File: src/rtl/multicycle_control.sv
// Multicycle control FSM for a MIPS subset, with illegal-op and memory-timeout exceptions.
// Define MULTICYCLE_CONTROL_IRQ_EN to build the interrupt-entry path taken at FETCH entry.
module multicycle_control #(
    parameter int MEM_TIMEOUT = 16,
    parameter int STATE_W     = 3
) (
    input  logic               clk,
    input  logic               reset,
    input  logic [31:0]        instruction,
    input  logic               mem_ack,
    input  logic               alu_zero,
    input  logic               irq,
    input  logic               kernel,
    output logic               pc_wr,
    output logic               ir_wr,
    output logic               mem_req,
    output logic               mem_we,
    output logic               reg_wr,
    output logic [2:0]         pc_src,
    output logic [1:0]         reg_dst,
    output logic               alu_src1,
    output logic               alu_src2,
    output logic [5:0]         alu_fun,
    output logic               sign,
    output logic [1:0]         mem_to_reg,
    output logic               ext_op,
    output logic               lu_op,
    output logic [STATE_W-1:0] state
);
    localparam int CW = $clog2(MEM_TIMEOUT + 1);

    typedef enum logic [2:0] {
        S_FETCH = 3'd0, S_DECODE = 3'd1, S_EXEC = 3'd2, S_MEM = 3'd3,
        S_WB = 3'd4, S_EXC = 3'd5, S_IRQ = 3'd6
    } state_t;

    typedef enum logic [3:0] {
        K_ALU_R, K_ALU_I, K_LW, K_SW, K_BR, K_J, K_JAL, K_JR, K_JALR
    } kind_t;

    state_t        state_q, state_d;
    logic [CW-1:0] cnt_q, cnt_d, cnt_cur;
    logic          ld_q, ld_d, ent_q, ent_d, xadr_q, xadr_d, rst_hold_q;

    kind_t         kind;
    logic          legal, dec_src1, dec_src2, dec_sign, dec_ext, dec_lu;
    logic [5:0]    dec_fun, op, fn;
    logic [4:0]    rt;
    logic          irq_take;

    assign op = instruction[31:26];
    assign fn = instruction[5:0];
    assign rt = instruction[20:16];

`ifdef MULTICYCLE_CONTROL_IRQ_EN
    assign irq_take = ent_q & irq & ~kernel;
`else
    logic unused_irq;
    assign unused_irq = irq ^ kernel ^ ent_q;
    assign irq_take   = 1'b0;
`endif
    logic unused_ir;
    assign unused_ir = ^{instruction[25:21], instruction[15:6]};

    assign state = STATE_W'(state_q);

    always_comb begin
        kind = K_ALU_R; legal = 1'b1; dec_fun = 6'b000000;
        dec_src1 = 1'b0; dec_src2 = 1'b0; dec_sign = 1'b1; dec_ext = 1'b1; dec_lu = 1'b0;
        case (op)
            6'h00: case (fn)
                6'h20: ;
                6'h21: dec_sign = 1'b0;
                6'h22: dec_fun = 6'b000001;
                6'h23: begin dec_fun = 6'b000001; dec_sign = 1'b0; end
                6'h24: dec_fun = 6'b011000;
                6'h25: dec_fun = 6'b011110;
                6'h26: dec_fun = 6'b010110;
                6'h27: dec_fun = 6'b010001;
                6'h00: begin dec_fun = 6'b100000; dec_src1 = 1'b1; end
                6'h02: begin dec_fun = 6'b100001; dec_src1 = 1'b1; end
                6'h03: begin dec_fun = 6'b100011; dec_src1 = 1'b1; end
                6'h2a: dec_fun = 6'b110101;
                6'h08: kind = K_JR;
                6'h09: kind = K_JALR;
                default: legal = 1'b0;
            endcase
            6'h23: begin kind = K_LW; dec_src2 = 1'b1; end
            6'h2b: begin kind = K_SW; dec_src2 = 1'b1; end
            6'h0f: begin kind = K_ALU_I; dec_src2 = 1'b1; dec_lu = 1'b1; end
            6'h08: begin kind = K_ALU_I; dec_src2 = 1'b1; end
            6'h09: begin kind = K_ALU_I; dec_src2 = 1'b1; dec_sign = 1'b0; end
            6'h0c: begin kind = K_ALU_I; dec_src2 = 1'b1; dec_fun = 6'b011000; dec_ext = 1'b0; end
            6'h0a: begin kind = K_ALU_I; dec_src2 = 1'b1; dec_fun = 6'b110101; end
            6'h0b: begin kind = K_ALU_I; dec_src2 = 1'b1; dec_fun = 6'b110101; dec_sign = 1'b0; end
            6'h04: begin kind = K_BR; dec_fun = 6'b110011; end
            6'h05: begin kind = K_BR; dec_fun = 6'b110001; end
            6'h06: begin kind = K_BR; dec_fun = 6'b111101; end
            6'h07: begin kind = K_BR; dec_fun = 6'b111111; end
            // REGIMM: only bltz (rt == 0) is implemented
            6'h01: begin kind = K_BR; dec_fun = 6'b111001; legal = (rt == 5'd0); end
            6'h02: kind = K_J;
            6'h03: kind = K_JAL;
            default: legal = 1'b0;
        endcase
    end

    always_comb begin
        pc_wr = 1'b0; ir_wr = 1'b0; mem_req = 1'b0; mem_we = 1'b0; reg_wr = 1'b0;
        pc_src = 3'b000; reg_dst = 2'b00; mem_to_reg = 2'b00;
        alu_src1 = 1'b0; alu_src2 = 1'b0; alu_fun = 6'b000000;
        sign = 1'b0; ext_op = 1'b0; lu_op = 1'b0;
        state_d = state_q; cnt_d = cnt_q; ld_d = ld_q; ent_d = 1'b0; xadr_d = xadr_q;
        cnt_cur = ld_q ? CW'(MEM_TIMEOUT) : cnt_q;
        // The cycle after a reset edge is held quiet so no request leaks out before release
        if (reset || rst_hold_q) begin
            state_d = S_FETCH; cnt_d = '0; ld_d = 1'b1; xadr_d = 1'b0;
        end else begin
            case (state_q)
                S_FETCH: begin
                    if (irq_take) begin
                        state_d = S_IRQ;
                    end else begin
                        mem_req = 1'b1;
                        if (mem_ack) begin
                            ir_wr = 1'b1; pc_wr = 1'b1; state_d = S_DECODE;
                        end else if (cnt_cur == CW'(1)) begin
                            state_d = S_EXC; xadr_d = 1'b1;
                        end else begin
                            cnt_d = cnt_cur - CW'(1); ld_d = 1'b0;
                        end
                    end
                end
                S_DECODE: begin
                    state_d = legal ? S_EXEC : S_EXC;
                    xadr_d  = 1'b0;
                end
                S_EXEC: begin
                    alu_src1 = dec_src1; alu_src2 = dec_src2; alu_fun = dec_fun;
                    sign = dec_sign; ext_op = dec_ext; lu_op = dec_lu;
                    state_d = S_FETCH;
                    case (kind)
                        K_BR:   begin pc_wr = alu_zero; pc_src = 3'b001; end
                        K_J:    begin pc_wr = 1'b1; pc_src = 3'b010; end
                        K_JR:   begin pc_wr = 1'b1; pc_src = 3'b011; end
                        K_JAL:  begin pc_wr = 1'b1; pc_src = 3'b010; reg_wr = 1'b1;
                                      reg_dst = 2'b10; mem_to_reg = 2'b10; end
                        K_JALR: begin pc_wr = 1'b1; pc_src = 3'b011; reg_wr = 1'b1;
                                      reg_dst = 2'b10; mem_to_reg = 2'b10; end
                        K_LW, K_SW: state_d = S_MEM;
                        default: state_d = S_WB;
                    endcase
                end
                S_MEM: begin
                    mem_req = 1'b1;
                    mem_we  = (kind == K_SW);
                    if (mem_ack) begin
                        state_d = (kind == K_SW) ? S_FETCH : S_WB;
                    end else if (cnt_cur == CW'(1)) begin
                        state_d = S_EXC; xadr_d = 1'b1;
                    end else begin
                        cnt_d = cnt_cur - CW'(1); ld_d = 1'b0;
                    end
                end
                S_WB: begin
                    reg_wr     = 1'b1;
                    reg_dst    = (kind == K_ALU_R) ? 2'b00 : 2'b01;
                    mem_to_reg = (kind == K_LW) ? 2'b01 : 2'b00;
                    state_d    = S_FETCH;
                end
                S_EXC, S_IRQ: begin
                    reg_wr = 1'b1; reg_dst = 2'b11; mem_to_reg = 2'b10; pc_wr = 1'b1;
                    pc_src = (state_q == S_EXC && xadr_q) ? 3'b101 : 3'b100;
                    state_d = S_FETCH;
                end
                default: state_d = S_FETCH;
            endcase
            if (state_d == S_FETCH && state_q != S_FETCH) begin
                ent_d = 1'b1; ld_d = 1'b1;
            end
            if (state_d == S_MEM && state_q != S_MEM) ld_d = 1'b1;
        end
    end

    always_ff @(posedge clk) begin
        rst_hold_q <= reset;
        if (reset) begin
            state_q <= S_FETCH;
            cnt_q   <= '0;
            ld_q    <= 1'b1;
            ent_q   <= 1'b0;
            xadr_q  <= 1'b0;
        end else begin
            state_q <= state_d;
            cnt_q   <= cnt_d;
            ld_q    <= ld_d;
            ent_q   <= ent_d;
            xadr_q  <= xadr_d;
        end
    end
endmodule

File: config.mk
export PLATFORM = sky130hd
export DESIGN_NAME = multicycle_control
export DESIGN_NICKNAME = d
export VERILOG_FILES = /design/src/rtl/multicycle_control.sv
export SDC_FILE = /design/constraint.sdc
export NUM_CORES = 1
export LEC_CHECK = 0
export CAP_MARGIN = 20
export CORE_MARGIN = 2
export CORE_UTILIZATION = 43
export CTS_CLUSTER_DIAMETER = 200
export DETAILED_ROUTE_END_ITERATION = 12
export MAX_ROUTING_LAYER = met4
export PLACE_DENSITY = 0.93
export SYNTH_ARGS = -nofsm -noshare
export SYNTH_HDL_FRONTEND = slang
export SYNTH_SLANG_ARGS = --single-unit
File: constraint.sdc
create_clock -name clk -period 2.75 [get_ports clk]
set_clock_uncertainty 0.05 [all_clocks]
set_input_delay 0.55 -clock clk [delete_from_list [all_inputs] [get_ports clk]]
set_output_delay 0.55 -clock clk [all_outputs]
set_load 0.01 [all_outputs]
# After elaboration in Yosys (flattened, before gate mapping)
# Cells that the tools add are included.
# W data, S select, Z words.
# op_classes
n_addsub	1
n_eq_ne	46
muxes	61
bitwise_logic	2
reduce_logical	35
# op_table
operator	count
$eq A6 B6 Y1 const B	11
$pmux W6 S9	1
$eq A6 B4 Y1 const B	8
$pmux W6 S8	1
$mux W1	32
$pmux W4 S7	1
$reduce_or A14 Y1	2
$eq A6 B2 Y1 const B	4
$eq A6 B3 Y1 const B	4
$reduce_or A2 Y1	11
$mux W3	7
$pmux W2 S3	3
$eq A4 B3 Y1 const B	4
$logic_not A6 Y1	2
$mux W6	2
$pmux W3 S2	2
$pmux W3 S4	1
$reduce_or A5 Y1	2
$eq A3 B2 Y1 const B	3
$eq A3 B3 Y1 const B	3
$eq A4 B2 Y1 const B	2
$pmux W1 S2	4
$pmux W4 S2	1
$reduce_or A4 Y1	2
other kinds (23)	32
# totals
ff_bits	11
in_bits	38

# Depth between registers and ports, before layout
# depth
word_depth	11
ltp_mapped	9
mapped_depth_nobuf	8

# Worst setup path after synthesis
# No wires, ideal clock.
# synth_path
path_kind	input port to output port
start	in instruction[30]
end	out reg_dst[1]
t_arrival_ps	1847
required_ps	2150
setup_slack_ps	303
stages	6
cell_sequence	buf_6 or4_4 a21oi_1 o21ai_0 a21oi_1 buf_4
# synth_between
elab_chain_len	8
# synth_rtl
item	line	source
from (decl)	9	input logic [31:0] instruction,
$eq A6 B4 Y1 (tied with other cells)	70	case (op)
$reduce_or A6 Y1 (no source line) or $reduce_or A5 Y1 (tied branches)	n/a	
$pmux W4 S7 (*)	70	
$eq A4 B4 Y1 or $eq A4 B3 Y1 (tied branches)	142	case (kind)
$reduce_or A2 Y1 (no source line) (*)	n/a	
$mux W2 (*)	142	
$pmux W2 S3 (*)	119	case (state_q)
$mux W2 (*)	116	if (reset || rst_hold_q) begin
to (decl)	20	output logic [1:0] reg_dst,
# Mark *: on every way between the ends. The rest lies on a longest branch, timed or not.

# Final worst setup path
# layout_path
start	in instruction[30]
end	out sign
# layout_between
elab_chain_len	5
# layout_rtl
item	line	source
$eq A6 B4 Y1	70	
$reduce_or A2 Y1 (no source line)	n/a	
$pmux W1 S2 (*)	70	
$mux W1 (*)	119	
$mux W1 (*)	116	
to (decl)	24	output logic sign,
# Marks and branches as above.

==> insert_results.sql <==
INSERT INTO impl_metrics (metric_group, metric, value, unit) VALUES
('status', 'run_status', 'finished, final reports clean', ''),
('run', 'max_cap_viol_count', '0', ''),
('floorplan', 'start_util', '45.2', '%'),
('critical_path', 'worst_ep_arrival_time', '2.14', 'ns'),
('cts', 'tritoncts', 'done', ''),
('timing', 'slew_headroom', '55.0', '%'),
('place', 'place.gp.congestion', '0.956', ''),
('place', 'place_area', '0.00235', 'sq mm'),
('power', 'cell_internal_pwr', '0.345', 'mW'),
('cts', 'clk_path_buf_depth', '2', ''),
('detailed_routing', 'wl_per_cell', '16.9', 'microns'),
('critical_path', 'crit_required', '2.15', 'ns'),
('floorplan', 'io_pins', '64', ''),
('detailed_routing', 'drtIter0Drc', '288', ''),
('power', 'power.ir.vdd_worst', '188', 'uV'),
('finish', 'area_overhead_vs_synth', '60.7', '%'),
('power', 'sw_share', '37.5', '%'),
('global_route', 'antenna_found_initial', '0', ''),
('cts', 'cts_sinks', '11', ''),
('finish', 'final_cell_area', '0.00246', 'sq mm'),
('logic_synthesis', 'avg_inst_size_synth', '6.97', 'sq um'),
('detailed_routing', 'postRouteAntennaNets', '0', ''),
('power', 'power_density', '224', 'mW/mm^2'),
('logic_synthesis', 'synth_flop_cell', 'sky130_fd_sc_hd__dfxtp_1', ''),
('cts', 'clk_pin_slew_worst_paths', '0.08', 'ns'),
('critical_path', 'endpoint_kind', 'output pin', ''),
('finish', 'fraction_of_final_layout_cells_with_drive_strength_greater_than_1', '37.4', '%'),
('logic_synthesis', 'syn_inst', '220', ''),
('floorplan', 'die_height', '63.7', 'microns'),
('min_path', 'worst_hold_path_type', 'flop to flop', ''),
('floorplan', 'cell_row_count', '21', ''),
('logic_synthesis', 'synthTopCellsByArea', 'sky130_fd_sc_hd__dfxtp_1 14%, sky130_fd_sc_hd__a21oi_1 6.5%, sky130_fd_sc_hd__nor2_1 6.1%', ''),
('detailed_routing', 'drt-total-wl', '6030', 'microns'),
('finish', 'nets', '351', ''),
('timing', 'max_freq', '364', 'MHz'),
('cts', 'cts_made_buffers', '3', ''),
('logic_synthesis', 'yosysTopAreaCell', 'sky130_fd_sc_hd__dfxtp_1', ''),
('logic_synthesis', 'synthMostInstantiatedCell', 'sky130_fd_sc_hd__nor2_1', ''),
('logic_synthesis', 'synthesis.yosys.warnings', '0', ''),
('critical_path', 'critPathLaunchType', 'input port', ''),
('global_route', 'grt_start_max_net_pins', '15', ''),
('critical_path', 'timing_worst_setup_path_type', 'input port to output pin', ''),
('logic_synthesis', 'number_of_synthesized_register_bits', '11', ''),
('cts', 'htree_levels', '1', ''),
('timing', 'period_share', '99.8', '%'),
('place', 'detailed_place_hpwl', '4110', 'microns'),
('power', 'pwr-share-comb', '46.6', '%'),
('timing', 'grt_setup_unrepaired', 'yes', ''),
('timing', 'timing_hold_violations_final', '0', ''),
('cts', 'clk-insertion-delay-late', '0.28', 'ns'),
('finish', 'insertedDiodeCount', '0', ''),
('floorplan', 'core', '0.00339', 'sq mm'),
('detailed_routing', 'route.vias.total', '2208', ''),
('global_route', 'overall_fraction_of_global_route_tracks_in_use', '30.3', '%'),
('timing', 'slew_at_the_pin_closest_to_its_max_slew_limit', '0.675', 'ns'),
('power', 'clock_power_share', '21.2', '%'),
('logic_synthesis', 'synthesis.nets', '260', ''),
('power', 'seqPwrFrac', '32.2', '%'),
('floorplan', 'die_w', '63.7', 'microns'),
('place', 'buffer_ports.inserted', '46', ''),
('detailed_routing', 'first_pass_iters', '5', ''),
('logic_synthesis', 'synth_seq_area_share', '14.4', '%'),
('logic_synthesis', 'yosysUniqueCellTypes', '68', ''),
('cts', 'cts.root.buffer_cell', 'sky130_fd_sc_hd__clkbuf_4', ''),
('logic_synthesis', 'yosys.area.top_type_share', '14.4', '%'),
('logic_synthesis', 'synthArstFlopShare', '0', '%'),
('global_route', 'wire_length_of_the_first_global_routing_pass', '9680', 'microns'),
('global_route', 'globalRoute.totalOverflow', '0', ''),
('power', 'overall_power_of_the_completed_layout', '0.551', 'mW'),
('global_route', 'first_global_vias', '2119', ''),
('timing', 'final-max-slew-violation-count', '0', '');
placed cells by master (no fill, tap or decap), types with 2 or more instances in the layout:
master / count
sky130_fd_sc_hd__ha_1: 2
sky130_fd_sc_hd__dlygate4sd2_1: 14
sky130_fd_sc_hd__a31oi_1: 4
sky130_fd_sc_hd__buf_2: 9
sky130_fd_sc_hd__nor2_1: 22
sky130_fd_sc_hd__or4b_4: 2
sky130_fd_sc_hd__a211oi_1: 6
sky130_fd_sc_hd__a21oi_2: 4
sky130_fd_sc_hd__nor3_4: 2
sky130_fd_sc_hd__nand2_1: 19
sky130_fd_sc_hd__buf_4: 53
sky130_fd_sc_hd__clkbuf_4: 3
sky130_fd_sc_hd__nand2b_1: 4
sky130_fd_sc_hd__nor2_2: 2
sky130_fd_sc_hd__clkdlybuf4s15_2: 3
sky130_fd_sc_hd__nor3_1: 7
sky130_fd_sc_hd__or2_2: 2
sky130_fd_sc_hd__nand2_2: 2
sky130_fd_sc_hd__a21oi_1: 16
sky130_fd_sc_hd__o21ai_0: 13
sky130_fd_sc_hd__buf_6: 4
sky130_fd_sc_hd__xor2_1: 2
sky130_fd_sc_hd__nor4_1: 2
sky130_fd_sc_hd__or3_4: 2
sky130_fd_sc_hd__nor2b_1: 6
sky130_fd_sc_hd__a21o_1: 3
sky130_fd_sc_hd__nand3_1: 6
sky130_fd_sc_hd__inv_1: 10
sky130_fd_sc_hd__a22oi_1: 2
sky130_fd_sc_hd__clkdlybuf4s50_1: 10
sky130_fd_sc_hd__dlymetal6s2s_1: 3
sky130_fd_sc_hd__clkbuf_2: 7
sky130_fd_sc_hd__or4_1: 2
sky130_fd_sc_hd__nor3_2: 2
sky130_fd_sc_hd__dfxtp_1: 11
sky130_fd_sc_hd__nand4_1: 2
sky130_fd_sc_hd__and3b_1: 2
sky130_fd_sc_hd__and4_1: 2
per-stage QoR:
stage	instances	hold slack (ns)	worst slack [ns]	utilization [%]	setup TNS, ns
after global routing	356	0.479	-0.0201	72.6	-0.0428
after floorplan	220	0.405	0.303	-	0
after CTS	355	0.459	-0.0320	72.5	-0.0814
after detailed placement	349	0.448	-0.712	69.3	-11.56
after global placement	349	0.430	-0.614	69.3	-10.18
final	356	0.462	0.00506	72.6	0
flip-flops by register name, indices dropped and copies added (netlist names):
| signal | cells |
|---|---|
| rst_hold_q | 1 |
| cnt_q | 5 |
| ld_q | 1 |
| state | 3 |
| xadr_q | 1 |
final cells by class:
class / count / area [sq um]
clock buffers: 4 / 26.3
fillers: 232 / 927
inverters: 10 / 37.5
multi-input cells: 182 / 1300
flip-flops and latches: 11 / 220
well taps: 46 / 57.6
repair buffers: 103 / 817
cell families after synthesis:
| kind of cell | count (synthesis) | share of synthesized area, % |
|---|---|---|
| compound gates | 69 | 30.8 |
| xor+xnor | 2 | 1.14 |
| fa+ha+maj | 2 | 1.63 |
| buf+inv | 27 | 9.47 |
| flops | 11 | 14.4 |
| mux | 2 | 1.39 |
| simple gates | 107 | 41.2 |
per-layer routing:
layer | track usage (%) | vias up | share of wire [%] | wire length (microns)
li1 | - | 997 | - | -
met1 | 36.7 | 1000 | 40 | 2410
met2 | 50.3 | 174 | 46 | 2780
met3 | 5.18 | 37 | 9.4 | 569
met4 | 11.7 | 0 | 4.5 | 271
met5 | - | - | 0 | 0
worst paths after layout:
kind | slack, ns | endpoint | startpoint | cells past startpoint
max reg2reg | 0.38 | cnt_q[2] | ld_q | 7
min reg2reg | 0.46 | xadr_q | xadr_q | 2
max | 0.005 | sign | instruction[30] | 7
min | 0.46 | xadr_q | xadr_q | 2
power by group through the flow:
stage / clock, mW / sequential (mW) / combinational [mW]
6_report: 0.117 / 0.178 / 0.257
5_1_grt: 0.118 / 0.179 / 0.274
4_1_cts: 0.114 / 0.177 / 0.242
3_5_place_dp: 0 / 0.180 / 0.233
3_3_place_gp: 0 / 0.179 / 0.226
2_1_floorplan: 0 / 0.177 / 0.126
worst max-delay path, stage by stage:
cell and delay (ns):
sky130_fd_sc_hd__dlygate4sd2_1 0.28, sky130_fd_sc_hd__or4_4 0.59, sky130_fd_sc_hd__nor3_4 0.17, sky130_fd_sc_hd__buf_4 0.14
sky130_fd_sc_hd__and4b_1 0.20, sky130_fd_sc_hd__a311oi_2 0.06, sky130_fd_sc_hd__buf_2 0.15
repair_timing:
| item | 4_1_cts | 5_1_grt |
|---|---|---|
| endpoints found under the setup margin | 21 | 19 |
| resized for setup | 87 | 27 |
| pin swaps | 13 | 10 |
| buffers inserted | 2 | 1 |
(Power assumes the default switching activity.)
